$ cat src/rtl/fifo_wr_adapter_if.sv
// Stream and FIFO write-port signals of the FIFO write adapter.
// master: upstream source plus FIFO full flag; slave: the adapter itself.
interface fifo_wr_adapter_if #(
   parameter int DSIZE = 8
) ();
   logic             s_valid;
   logic [DSIZE-1:0] s_data;
   logic             s_last;
   logic             s_ready;
   logic             wfull;
   logic             winc;
   logic [DSIZE-1:0] wdata;

   modport master (
      output s_valid, s_data, s_last, wfull,
      input  s_ready, winc, wdata
   );

   modport slave (
      input  s_valid, s_data, s_last, wfull,
      output s_ready, winc, wdata
   );
endinterface

$ cat src/rtl/fifo_wr_adapter.sv
// Write-side front end of the async FIFO: a valid/ready packet stream is
// turned into FIFO write strobes through a two-entry output/skid buffer.
// Packets longer than MAX_PKT are truncated (last kept word marked as the
// packet end) and the remainder is swallowed, with a one-cycle error pulse.
module fifo_wr_adapter #(
   parameter int DSIZE   = 8,
   parameter int MAX_PKT = 16,
   parameter int LCNT_W  = 8,
   parameter int STAT_W  = 16
) (
   input  logic              wclk,
   input  logic              dirclr_n,
   fifo_wr_adapter_if.slave  bus,
   output logic              pkt_err,
   output logic              in_pkt,
   output logic [STAT_W-1:0] wcount,
   output logic [STAT_W-1:0] pcount
);

   typedef enum logic [1:0] {
      ST_IDLE = 2'd0,
      ST_PASS = 2'd1,
      ST_DROP = 2'd2
   } state_t;

   state_t             state_q, state_d;
   logic [LCNT_W-1:0]  len_q, len_d;
   logic               s_ready_q, s_ready_d;
   logic               pkt_err_q, pkt_err_d;
   logic               ov_q, ov_d;
   logic [DSIZE-1:0]   od_q, od_d;
   logic               ol_q, ol_d;
   logic               sv_q, sv_d;
   logic [DSIZE-1:0]   sd_q, sd_d;
   logic               sl_q, sl_d;
   logic [STAT_W-1:0]  wcount_q, wcount_d;
   logic [STAT_W-1:0]  pcount_q, pcount_d;

   logic               accept_s;
   logic               buf_in_s;
   logic               force_last_s;
   logic               in_last_s;
   logic               winc_s;

   assign accept_s  = bus.s_valid & s_ready_q;
   assign winc_s    = ov_q & ~bus.wfull;
   // Words accepted while dropping an over-length tail never enter the buffer.
   assign buf_in_s  = accept_s & (state_q != ST_DROP);
   assign in_last_s = bus.s_last | force_last_s;

   // Packet-length FSM: next state, length counter and over-length detection.
   always_comb begin
      state_d      = state_q;
      len_d        = len_q;
      pkt_err_d    = 1'b0;
      force_last_s = 1'b0;
      case (state_q)
         ST_IDLE: begin
            if (accept_s && !bus.s_last) begin
               len_d   = LCNT_W'(1);
               state_d = ST_PASS;
            end else begin
               len_d   = {LCNT_W{1'b0}};
            end
         end
         ST_PASS: begin
            if (accept_s) begin
               if (bus.s_last) begin
                  state_d = ST_IDLE;
                  len_d   = {LCNT_W{1'b0}};
               end else if ((len_q + LCNT_W'(1)) == LCNT_W'(MAX_PKT)) begin
                  // This word reaches the limit: keep it as the packet end.
                  state_d      = ST_DROP;
                  len_d        = {LCNT_W{1'b0}};
                  force_last_s = 1'b1;
                  pkt_err_d    = 1'b1;
               end else begin
                  len_d = len_q + LCNT_W'(1);
               end
            end else begin
               len_d = len_q;
            end
         end
         ST_DROP: begin
            if (accept_s && bus.s_last) begin
               state_d = ST_IDLE;
            end else begin
               state_d = ST_DROP;
            end
         end
         default: begin
            state_d = ST_IDLE;
            len_d   = {LCNT_W{1'b0}};
         end
      endcase
   end

   // Output/skid buffer: output drains first, skid refills it, order preserved.
   always_comb begin
      ov_d = ov_q;
      od_d = od_q;
      ol_d = ol_q;
      sv_d = sv_q;
      sd_d = sd_q;
      sl_d = sl_q;
      if (winc_s) begin
         if (sv_q) begin
            ov_d = 1'b1;
            od_d = sd_q;
            ol_d = sl_q;
            sv_d = 1'b0;
         end else if (buf_in_s) begin
            ov_d = 1'b1;
            od_d = bus.s_data;
            ol_d = in_last_s;
         end else begin
            ov_d = 1'b0;
         end
      end else if (!ov_q) begin
         if (buf_in_s) begin
            ov_d = 1'b1;
            od_d = bus.s_data;
            ol_d = in_last_s;
         end else begin
            ov_d = 1'b0;
         end
      end else begin
         // Output stalled: at most one word lands in the skid entry.
         if (buf_in_s) begin
            sv_d = 1'b1;
            sd_d = bus.s_data;
            sl_d = in_last_s;
         end else begin
            sv_d = sv_q;
         end
      end
   end

   // Ready and statistics next-state: dropping never stalls upstream.
   always_comb begin
      if (state_d == ST_DROP) begin
         s_ready_d = 1'b1;
      end else begin
         s_ready_d = ~sv_d;
      end
      if (winc_s) begin
         wcount_d = wcount_q + STAT_W'(1);
      end else begin
         wcount_d = wcount_q;
      end
      if (winc_s && ol_q) begin
         pcount_d = pcount_q + STAT_W'(1);
      end else begin
         pcount_d = pcount_q;
      end
   end

   // State, buffer and statistics registers with asynchronous clear.
   always_ff @(posedge wclk or negedge dirclr_n) begin
      if (!dirclr_n) begin
         state_q   <= ST_IDLE;
         len_q     <= {LCNT_W{1'b0}};
         s_ready_q <= 1'b0;
         pkt_err_q <= 1'b0;
         ov_q      <= 1'b0;
         od_q      <= {DSIZE{1'b0}};
         ol_q      <= 1'b0;
         sv_q      <= 1'b0;
         sd_q      <= {DSIZE{1'b0}};
         sl_q      <= 1'b0;
         wcount_q  <= {STAT_W{1'b0}};
         pcount_q  <= {STAT_W{1'b0}};
      end else begin
         state_q   <= state_d;
         len_q     <= len_d;
         s_ready_q <= s_ready_d;
         pkt_err_q <= pkt_err_d;
         ov_q      <= ov_d;
         od_q      <= od_d;
         ol_q      <= ol_d;
         sv_q      <= sv_d;
         sd_q      <= sd_d;
         sl_q      <= sl_d;
         wcount_q  <= wcount_d;
         pcount_q  <= pcount_d;
      end
   end

   assign bus.s_ready = s_ready_q;
   assign bus.winc    = winc_s;
   assign bus.wdata   = od_q;
   assign pkt_err     = pkt_err_q;
   assign in_pkt      = (state_q != ST_IDLE);
   assign wcount      = wcount_q;
   assign pcount      = pcount_q;

endmodule

$ cat src/flat_wrapper.sv
// flat-port wrapper written by rule: the top's interface ports become plain ports
module fifo_wr_adapter_flat 
#(
   parameter int DSIZE   = 8,
   parameter int MAX_PKT = 16,
   parameter int LCNT_W  = 8,
   parameter int STAT_W  = 16
)
  (wclk, dirclr_n, pkt_err, in_pkt, wcount, pcount, bus_s_valid, bus_s_data, bus_s_last, bus_wfull, bus_s_ready, bus_winc, bus_wdata);
  fifo_wr_adapter_if #(.DSIZE(DSIZE)) bus_i ();
  input  logic wclk;
  input  logic dirclr_n;
  output logic pkt_err;
  output logic in_pkt;
  output logic [STAT_W-1:0] wcount;
  output logic [STAT_W-1:0] pcount;
  input wire logic [$bits(bus_i.s_valid)-1:0] bus_s_valid;
  input wire logic [$bits(bus_i.s_data)-1:0] bus_s_data;
  input wire logic [$bits(bus_i.s_last)-1:0] bus_s_last;
  input wire logic [$bits(bus_i.wfull)-1:0] bus_wfull;
  output wire logic [$bits(bus_i.s_ready)-1:0] bus_s_ready;
  output wire logic [$bits(bus_i.winc)-1:0] bus_winc;
  output wire logic [$bits(bus_i.wdata)-1:0] bus_wdata;
  assign bus_i.s_valid = bus_s_valid;
  assign bus_i.s_data = bus_s_data;
  assign bus_i.s_last = bus_s_last;
  assign bus_i.wfull = bus_wfull;
  assign bus_s_ready = bus_i.s_ready;
  assign bus_winc = bus_i.winc;
  assign bus_wdata = bus_i.wdata;
  fifo_wr_adapter #(.DSIZE(DSIZE), .MAX_PKT(MAX_PKT), .LCNT_W(LCNT_W), .STAT_W(STAT_W)) u_core (.wclk(wclk), .dirclr_n(dirclr_n), .bus(bus_i), .pkt_err(pkt_err), .in_pkt(in_pkt), .wcount(wcount), .pcount(pcount));
endmodule
$ cat config.mk
export PLATFORM = sky130hd
export DESIGN_NAME = fifo_wr_adapter_flat
export DESIGN_NICKNAME = d
export VERILOG_FILES = /design/src/rtl/fifo_wr_adapter_if.sv /design/src/rtl/fifo_wr_adapter.sv /design/src/flat_wrapper.sv
export SDC_FILE = /design/constraint.sdc
export NUM_CORES = 1
export LEC_CHECK = 0
export CAP_MARGIN = 20
export CORE_UTILIZATION = 51
export CTS_BUF_LIST = sky130_fd_sc_hd__clkbuf_4 sky130_fd_sc_hd__clkbuf_8 sky130_fd_sc_hd__clkbuf_16
export CTS_CLUSTER_DIAMETER = 30
export DETAILED_ROUTE_END_ITERATION = 10
export PLACE_DENSITY_LB_ADDON = 0.15
export SYNTH_ARGS = -nofsm -noshare
export SYNTH_HDL_FRONTEND = slang
export SYNTH_SLANG_ARGS = --single-unit
$ cat constraint.sdc
create_clock -name wclk -period 1.9 [get_ports wclk]
set_input_delay 0.285 -clock wclk [delete_from_list [all_inputs] [get_ports wclk]]
set_output_delay 0.285 -clock wclk [all_outputs]
set_load 0.01 [all_outputs]
* Word level (Yosys, flattened, before mapping)
Cells that the tools add are included.
** Storage, ports and cells
- Input port bits :: 13
- Flip-flop bits (word level) :: 64
- Logic and storage cells :: 69
- Output and inout bits :: 44
** Cells by class
- Add/sub/neg operators :: 3
- Muxes and demuxes :: 31
- Bitwise gates (word level) :: 8
- Equality and inequality tests :: 7
- Reductions and logical operators :: 8
** Operators by type and width (count)
- $mux W8 :: 7
- $add A16 B1 Y16 const B :: 2
- $pmux W8 S3 :: 1
- $mux W1 :: 17
- $mux W2 :: 5
- $add A8 B1 Y8 const B :: 1
- $eq A8 B5 Y1 const B :: 1
- $pmux W2 S3 :: 1
- $eq A2 B2 Y1 const B :: 2
- $ne A2 B2 Y1 const B :: 2
- $not A1 Y1 :: 4
- $and A1 B1 Y1 :: 3
- $logic_and A1 B1 Y1 :: 3
- $reduce_and A3 Y1 :: 1
- $eq A2 B1 Y1 const B :: 1
- $logic_not A2 Y1 :: 1
- $ne A2 B1 Y1 const B :: 1
- $reduce_and A2 Y1 :: 1
- $reduce_bool A2 Y1 :: 1
- $logic_not A1 Y1 :: 1
- $or A1 B1 Y1 :: 1

* Depth between registers and ports, before layout
Gate-level depths: netlist of the first run.
- Word-level depth :: 10
- Mapped depth :: 7
- Depth with buffers taken out :: 6

* Worst setup path after synthesis of the first run
Ideal clock, no wire load.
- Kind :: flip-flop to flip-flop
- From :: register u_core.len_q[0]
- To :: register u_core.ol_q
- Data required time :: 1.818 ns
- Data arrival time :: 1.542 ns
- Buffers on the path :: 0
- Clock period less this slack :: 1.624 ns
- Setup time :: 0.082 ns
- Cell stages (with the launch flop) :: 5
- Setup slack :: 0.276 ns
- Path through :: dfrtp_1 -> a211o_1 -> a2111oi_4 -> nand4_1 -> a31oi_1
** On the way
- Longest elaborated chain between the ends :: 10
- Elaborated cells on any way between the ends :: 11
- Those cells by class :: add/sub (1); eq/ne (1); mux (8); bitwise (1)
** Ends and longest elaborated chain
- from (decl) :: line fifo_wr_adapter.sv:27 : logic [LCNT_W-1:0] len_q, len_d;
- from (signal assigned) :: line fifo_wr_adapter.sv:162 : len_q <= {LCNT_W{1'b0}};
- from (signal assigned) :: line fifo_wr_adapter.sv:175 : len_q <= len_d;
- $add A8 B1 Y8 (*) :: line fifo_wr_adapter.sv:71 : end else if ((len_q + LCNT_W'(1)) == LCNT_W'(MAX_PKT)) begin
- $eq A8 B5 Y1 (*) :: line fifo_wr_adapter.sv:71
- $mux W1 (*) :: line fifo_wr_adapter.sv:71
- $mux W1 (*) :: line fifo_wr_adapter.sv:68 : if (bus.s_last) begin
- $mux W1 (*) :: line fifo_wr_adapter.sv:67 : if (accept_s) begin
- $mux W1 (*) :: line fifo_wr_adapter.sv:57 : case (state_q)
- $or A1 B1 Y1 (*) :: line fifo_wr_adapter.sv:49 : assign in_last_s = bus.s_last | force_last_s;
- $mux W1 (*) :: line fifo_wr_adapter.sv:112, fifo_wr_adapter.sv:120
- $mux W1 (on tied branches) :: line fifo_wr_adapter.sv:119, fifo_wr_adapter.sv:107
- $mux W1 (*) :: line fifo_wr_adapter.sv:106 : if (winc_s) begin
- to (signal assigned) :: line fifo_wr_adapter.sv:180 : ol_q <= ol_d;
- to (decl) :: line fifo_wr_adapter.sv:32 : logic ol_q, ol_d;
Mark *: on every way between the ends. The rest lies on a longest branch, timed or not. The select of a mux whose other input is x is not followed.
A chain may end at the register's enable or synchronous reset.

* Worst setup path in the final report of the first run
- From :: register u_core.len_q[1]
- To :: register u_core.state_q[0]
** On the way
- Longest elaborated chain between the ends :: 6
** Ends and longest elaborated chain
- $add A8 B1 Y8 :: line fifo_wr_adapter.sv:71
- $eq A8 B5 Y1 :: line fifo_wr_adapter.sv:71
- $mux W2 :: line fifo_wr_adapter.sv:71
- $mux W2 :: line fifo_wr_adapter.sv:68
- $mux W2 :: line fifo_wr_adapter.sv:67
- $pmux W2 S3 :: line fifo_wr_adapter.sv:57
- net u_core.state_d[0] :: line fifo_wr_adapter.sv:26 : state_t state_q, state_d;
- to (signal assigned) :: line fifo_wr_adapter.sv:174 : state_q <= state_d;
- to (decl) :: line fifo_wr_adapter.sv:26
The timed path passes the listed nets, and every way through them passes these cells.

==> flow_metrics.env, run 1 <==
export IMPL_gr_total_overflow=0
export IMPL_setup_tns_ns=0
export IMPL_crit_type="reg -> reg"
export IMPL_crit_arrival_ns=1.99
export IMPL_synthesis_area_sq_um=2940
export IMPL_pre_cts_slack_ns=-0.0226
export IMPL_grt_antenna_before_repair=0
export IMPL_fin_nets=371
export IMPL_grt_max_degree=65
export IMPL_met2_usage=0.327
export IMPL_postLayoutSetupSlackWorst_ns=0.176
export IMPL_end_kind="register"
export IMPL_hold_viol_final=0
export IMPL_drt_iter0_drc=92
export IMPL_hold_path_startpoint="u_core.bus.wdata[1]"
export IMPL_clkSlewWorstSetupHoldPaths_ns=0.07
export IMPL_crit_start="u_core.len_q[1]"
export IMPL_hold_path_class="reg -> reg"
export IMPL_yosysWarnings=0
export IMPL_status="complete, no violations"
export IMPL_slowest_stage="dfrtp_1"
export IMPL_ant_nets=0
export IMPL_mostFrequentLayoutCells="63 x dfrtp_1, 53 x clkdlybuf4s50_1, 34 x nand2_1"
export IMPL_final_core_util=0.717
export IMPL_synth_cell_types=39
export IMPL_rsz0062_at_grt="false"
export IMPL_ios=57
export IMPL_slew_headroom=0.688
export IMPL_placed_cell_area_sq_um=3740
export IMPL_maxCapViolCount=0
export IMPL_drc=0
export IMPL_period_share=0.907
export IMPL_grtUsageMet3=0.0647
export IMPL_busiest_layer="met2"
export IMPL_fin_cells=432
export IMPL_worst_slew_pin_slew_ns=0.468
export IMPL_r2r_start="u_core.len_q[1]"
export IMPL_hpwl_microns=3980
export IMPL_wire_per_inst_microns=13.2
export IMPL_start_util=0.530
export IMPL_core_area_sq_um=5540
export IMPL_area_growth_pct=35.3
export IMPL_worst_clock_skew_ns=0.00668
export IMPL_die_h_microns=77.9
export IMPL_row_count=27
export IMPL_drive_gt1_frac=0.150
export IMPL_die_x_microns=77.9
export IMPL_routed_wl_microns=5700
export IMPL_h_tree_depth=3
export IMPL_required_ns=2.16
export IMPL_synth_edf_count=0
export IMPL_via_count=2222
export IMPL_syn_num_nets=286
export IMPL_clkLatencyLatePin_ns=0.34
export IMPL_numCtsBuffers=9
export IMPL_layout_commonest_cell="dfrtp_1"
export IMPL_synthArstFlopShare=1.00
export IMPL_synth_top_flop_cell="dfrtp_1"
export IMPL_place_congestion=0.817
export IMPL_met1_usage=0.287
export IMPL_syn_inst=270
export IMPL_grt_pass1_vias=2169
export IMPL_period_minus_slack_ns=1.72
export IMPL_dieArea_sq_um=6060
export IMPL_dpl_cell_count=415
export IMPL_power_density_nw_per_um2=1190
export IMPL_power_leakage_nw=1.81
export IMPL_setup_violations_final=0
export IMPL_diodes=0
export IMPL_peakVddDrop_uv=765
export IMPL_cts_tree="done"
export IMPL_port_buffers=56
export IMPL_cts_setup_buffers=0
export IMPL_seq_area_frac_synth=0.546
export IMPL_maxSlewViolCount=0
export IMPL_ys_seq_elements=64
export IMPL_cts_root_buf="clkbuf_8"
export IMPL_track_usage=0.214
export IMPL_max_stage_delay_ns=0.47
export IMPL_cts_buffer_depth=2
export IMPL_fmax_mhz=580
export IMPL_crit_fanout=8
export IMPL_via_per_inst=5.14
export IMPL_clock_sinks=64
export IMPL_cp_start_kind="register"
export IMPL_firstDrtPassIters=4
export IMPL_post_synth_cell_area_avg_sq_um=10.9
export IMPL_grt_pass1_wl_microns=10000
export IMPL_fin_total_pwr_mw=4.72
export IMPL_postLayoutCellArea_sq_um=3970
export IMPL_worstPathCellList="nand4_4, nor3_1, a2111oi_4, buf_4, a211o_1, a21oi_1"
export IMPL_worst_hold_slack_ns=0.480
==> state kept, by name (all words and copies together), names as in the netlist <==
name and count:
u_core.bus.wdata 8, u_core.ol_q 1, u_core.state_q 2, u_core.pkt_err 1
u_core.sl_q 1, u_core.ov_q 1, u_core.len_q 8, u_core.pcount 16
u_core.sv_q 1, u_core.wcount 16, u_core.sd_q 8, u_core.bus.s_ready 1
==> synth_stat cells (8+ instances only) <==
cell | n | share of area
nor2_1 | 16 | 0.020
nand2_1 | 34 | 0.043
xnor2_1 | 23 | 0.069
mux2i_1 | 9 | 0.031
dfrtp_1 | 64 | 0.55
xor2_1 | 8 | 0.024
mux2_2 | 9 | 0.035
o21ai_0 | 19 | 0.032
nand3_1 | 14 | 0.024
nand4_1 | 10 | 0.021
==> repair_timing <==
action                     4_1_cts  5_1_grt
hold buffers                     1        0
setup endpoints to repair        0        3
resized for setup                0        3
hold endpoints to repair        64        0
==> final timing paths <==
path                                        to  slack, ns  depth (start not counted)
max                          u_core.state_q[0]       0.18                          6
min                        u_core.bus.wdata[1]       0.48                          2
max reg2reg                  u_core.state_q[0]       0.18                          6
min reg2reg                u_core.bus.wdata[1]       0.48                          2
max in group asynchronous      u_core.len_q[0]       1.11                          3
min in group asynchronous    u_core.wcount[13]       0.49                          3
==> layer usage <==
| layer | wire length [microns] | vias up |
|---|---|---|
| met5 | 0 | - |
| met4 | 82 | 0 |
| met3 | 220 | 7 |
| met2 | 2700 | 43 |
| met1 | 2700 | 1048 |
| li1 | - | 1124 |
==> kinds of logic (layout without fill, tap and decap cells) <==
| group | after synthesis | in the layout | synth area share |
|---|---|---|---|
| DFF | 64 | 64 | 0.546 |
| xor gates and xnor gates | 31 | 31 | 0.0925 |
| muxes | 18 | 18 | 0.0652 |
| and+or+nand+nor | 104 | 104 | 0.181 |
| adders and majority gates | 3 | 3 | 0.0128 |
| AOI/OAI and AO/OA | 39 | 39 | 0.0874 |
| buffers and inverters | 11 | 101 | 0.0153 |
==> power by group <==
group | switching (mW) | total (mW) | internal [mW] | leakage [nW]
logic | 0.613 | 1.41 | 0.795 | 0.872
registers | 0.318 | 2.03 | 1.72 | 0.830
clock network | 0.508 | 1.28 | 0.767 | 0.112
==> critical path, delay by kind of cell (launching register included) <==
family | cells | cell delay (ns)
AND/OR/NAND/NOR | 2 | 0.50
AO/OA/AOI/OAI | 3 | 0.50
flip-flops | 1 | 0.47
buffers and inverters | 1 | 0.18
==> cell type report <==
class                           count  area, sq um
Clock buffer                       10          138
Clock inverter                      6         82.6
Fill cell                         419         1570
Inverter                            6         22.5
Multi-Input combinational cell    195         1290
Sequential cell                    64         1600
Tap cell                           72         90.1
Timing Repair Buffer               79          748
(Power assumes the default switching activity.)
==> run 2: changes to the inputs <==
CORE_MARGIN = 1.5   (was default)
PLACE_DENSITY = 0.76   (was default)
PLACE_DENSITY_LB_ADDON = default   (was 0.15)
==> flow_metrics.env, run 2 (synthesis gave the netlist of run 1 again) <==
export IMPL_max_stage_delay_ns=0.55
export IMPL_numCtsBuffers=9
export IMPL_rsz0062_at_grt="false"
export IMPL_fin_nets=370
export IMPL_ios=57
export IMPL_period_share=0.967
export IMPL_grt_pass1_vias=2160
export IMPL_cp_depth=4
export IMPL_worst_clock_skew_ns=0.00953
export IMPL_clock_sinks=64
export IMPL_h_tree_depth=3
export IMPL_hold_viol_final=0
export IMPL_cts_buffer_depth=2
export IMPL_power_density_nw_per_um2=1140
export IMPL_crit_path_frequent_cell="clkdlybuf4s50_1"
export IMPL_diodes=0
export IMPL_worst_slew_pin_slew_ns=0.466
export IMPL_ant_nets=0
export IMPL_firstDrtPassIters=4
export IMPL_row_count=27
export IMPL_die_x_microns=78.9
export IMPL_track_usage=0.206
export IMPL_place_congestion=0.798
export IMPL_r2r_end="u_core.bus.s_ready"
export IMPL_reg2reg_setup_slack_ns=0.13
export IMPL_cp_start_kind="primary input"
export IMPL_end_kind="primary output"
export IMPL_critical_path_top_delay_family="buffers and inverters"
export IMPL_crit_type="in -> out"
export IMPL_start_util=0.530
export IMPL_die_h_microns=78.9
export IMPL_crit_fanout=3
export IMPL_crit_arrival_ns=1.55
export IMPL_peakVddDrop_uv=843
export IMPL_gr_total_overflow=0
export IMPL_required_ns=1.62
export IMPL_slowest_stage="clkdlybuf4s50_1"
export IMPL_wire_per_inst_microns=13.5
export IMPL_placed_cell_area_sq_um=3730
export IMPL_cts_tree="done"
export IMPL_clkSlewWorstSetupHoldPaths_ns=0.06
export IMPL_fin_total_pwr_mw=4.43
export IMPL_setup_violations_final=0
export IMPL_power_leakage_nw=1.77
export IMPL_reg2reg_depth=6
export IMPL_layout_commonest_cell="dfrtp_1"
export IMPL_worstPathCellList="clkdlybuf4s50_1, nand2b_1, inv_1, clkdlybuf4s50_1"
export IMPL_r2r_start="u_core.len_q[3]"
export IMPL_postLayoutCellArea_sq_um=3900
export IMPL_via_per_inst=5.21
export IMPL_drc=0
export IMPL_drive_gt1_frac=0.143
export IMPL_grt_max_degree=42
export IMPL_cts_root_buf="clkbuf_8"
export IMPL_grt_pass1_wl_microns=9800
export IMPL_worst_path_buf_inv=3
export IMPL_clkLatencyLatePin_ns=0.34
export IMPL_area_growth_pct=32.9
export IMPL_routed_wl_microns=5810
export IMPL_core_area_sq_um=5540
export IMPL_via_count=2237
export IMPL_status="complete, no violations"
export IMPL_fmax_mhz=544
export IMPL_period_minus_slack_ns=1.84
export IMPL_grt_antenna_before_repair=0
export IMPL_dieArea_sq_um=6220
export IMPL_drt_iter0_drc=69
export IMPL_mostFrequentLayoutCells="63 x dfrtp_1, 54 x clkdlybuf4s50_1, 34 x nand2_1"
export IMPL_maxSlewViolCount=0
export IMPL_port_buffers=56
export IMPL_hpwl_microns=4240
export IMPL_hold_path_class="in -> async"
export IMPL_slew_headroom=0.689
export IMPL_maxCapViolCount=0
[run 2: power breakdown]
| group | internal, mW | switching [mW] | total [mW] |
|---|---|---|---|
| Clock | 0.486 | 0.489 | 0.975 |
| Sequential | 1.72 | 0.330 | 2.05 |
| Combinational | 0.789 | 0.621 | 1.41 |
| Total | 2.99 | 1.44 | 4.43 |
[run 2: metal layers]
metal  vias up  GRT usage  part of all wire
met5         -          0                 0
met4         0     0.0754             0.011
met3         6     0.0540             0.041
met2        44      0.331              0.49
met1      1072      0.269              0.46
li1       1115          -                 -
[run 2: worst max-delay path by stage]
stage | endpoint | slack (ns) | from
global placement | u_core.wcount[15] | 0.04 | bus_wfull
finish | bus_winc | 0.06 | bus_wfull
detailed placement | u_core.wcount[15] | -0.01 | bus_wfull
global route | u_core.state_q[0] | 0.003 | u_core.len_q[3]
CTS | in_pkt | 0.02 | u_core.state_q[0]
floorplan | u_core.ol_q | 0.28 | u_core.len_q[0]
[run 2: layout make-up]
cell class / count / area, sq um
fill: 433 / 1640
sequential: 64 / 1600
multi-input combinational: 195 / 1290
timing repair buffer: 78 / 738
clock buffer: 10 / 138
tap: 72 / 90.1
clock inverter: 4 / 22.5
inverter: 6 / 22.5
[run 2: repair_timing]
| item | CTS | global route |
|---|---|---|
| gates resized for setup | 0 | 2 |
| setup buffers | 0 | 0 |
| endpoints found under the setup margin | 0 | 3 |
| hold endpoints to repair | 64 | 0 |
| hold buffers | 1 | 0 |
[run 2: stage by stage]
stage | hold slack [ns] | util | cells | worst slack, ns | TNS, ns
final | 0.453 | 0.704 | 429 | 0.0620 | 0
after global routing | 0.476 | 0.704 | 429 | 0.00333 | 0
after CTS | 0.461 | 0.704 | 429 | 0.0157 | 0
after detailed placement | 0.282 | 0.673 | 414 | -0.0108 | -0.0140
after global placement | 0.283 | 0.673 | 414 | 0.0409 | 0
after floorplan | -0.0106 | - | 270 | 0.276 | 0
[run 2: worst min-delay path, cell delays in order]
cell,delay (ns)
dlygate4sd3_1,0.52
buf_2,0.13
buf_12,0.22
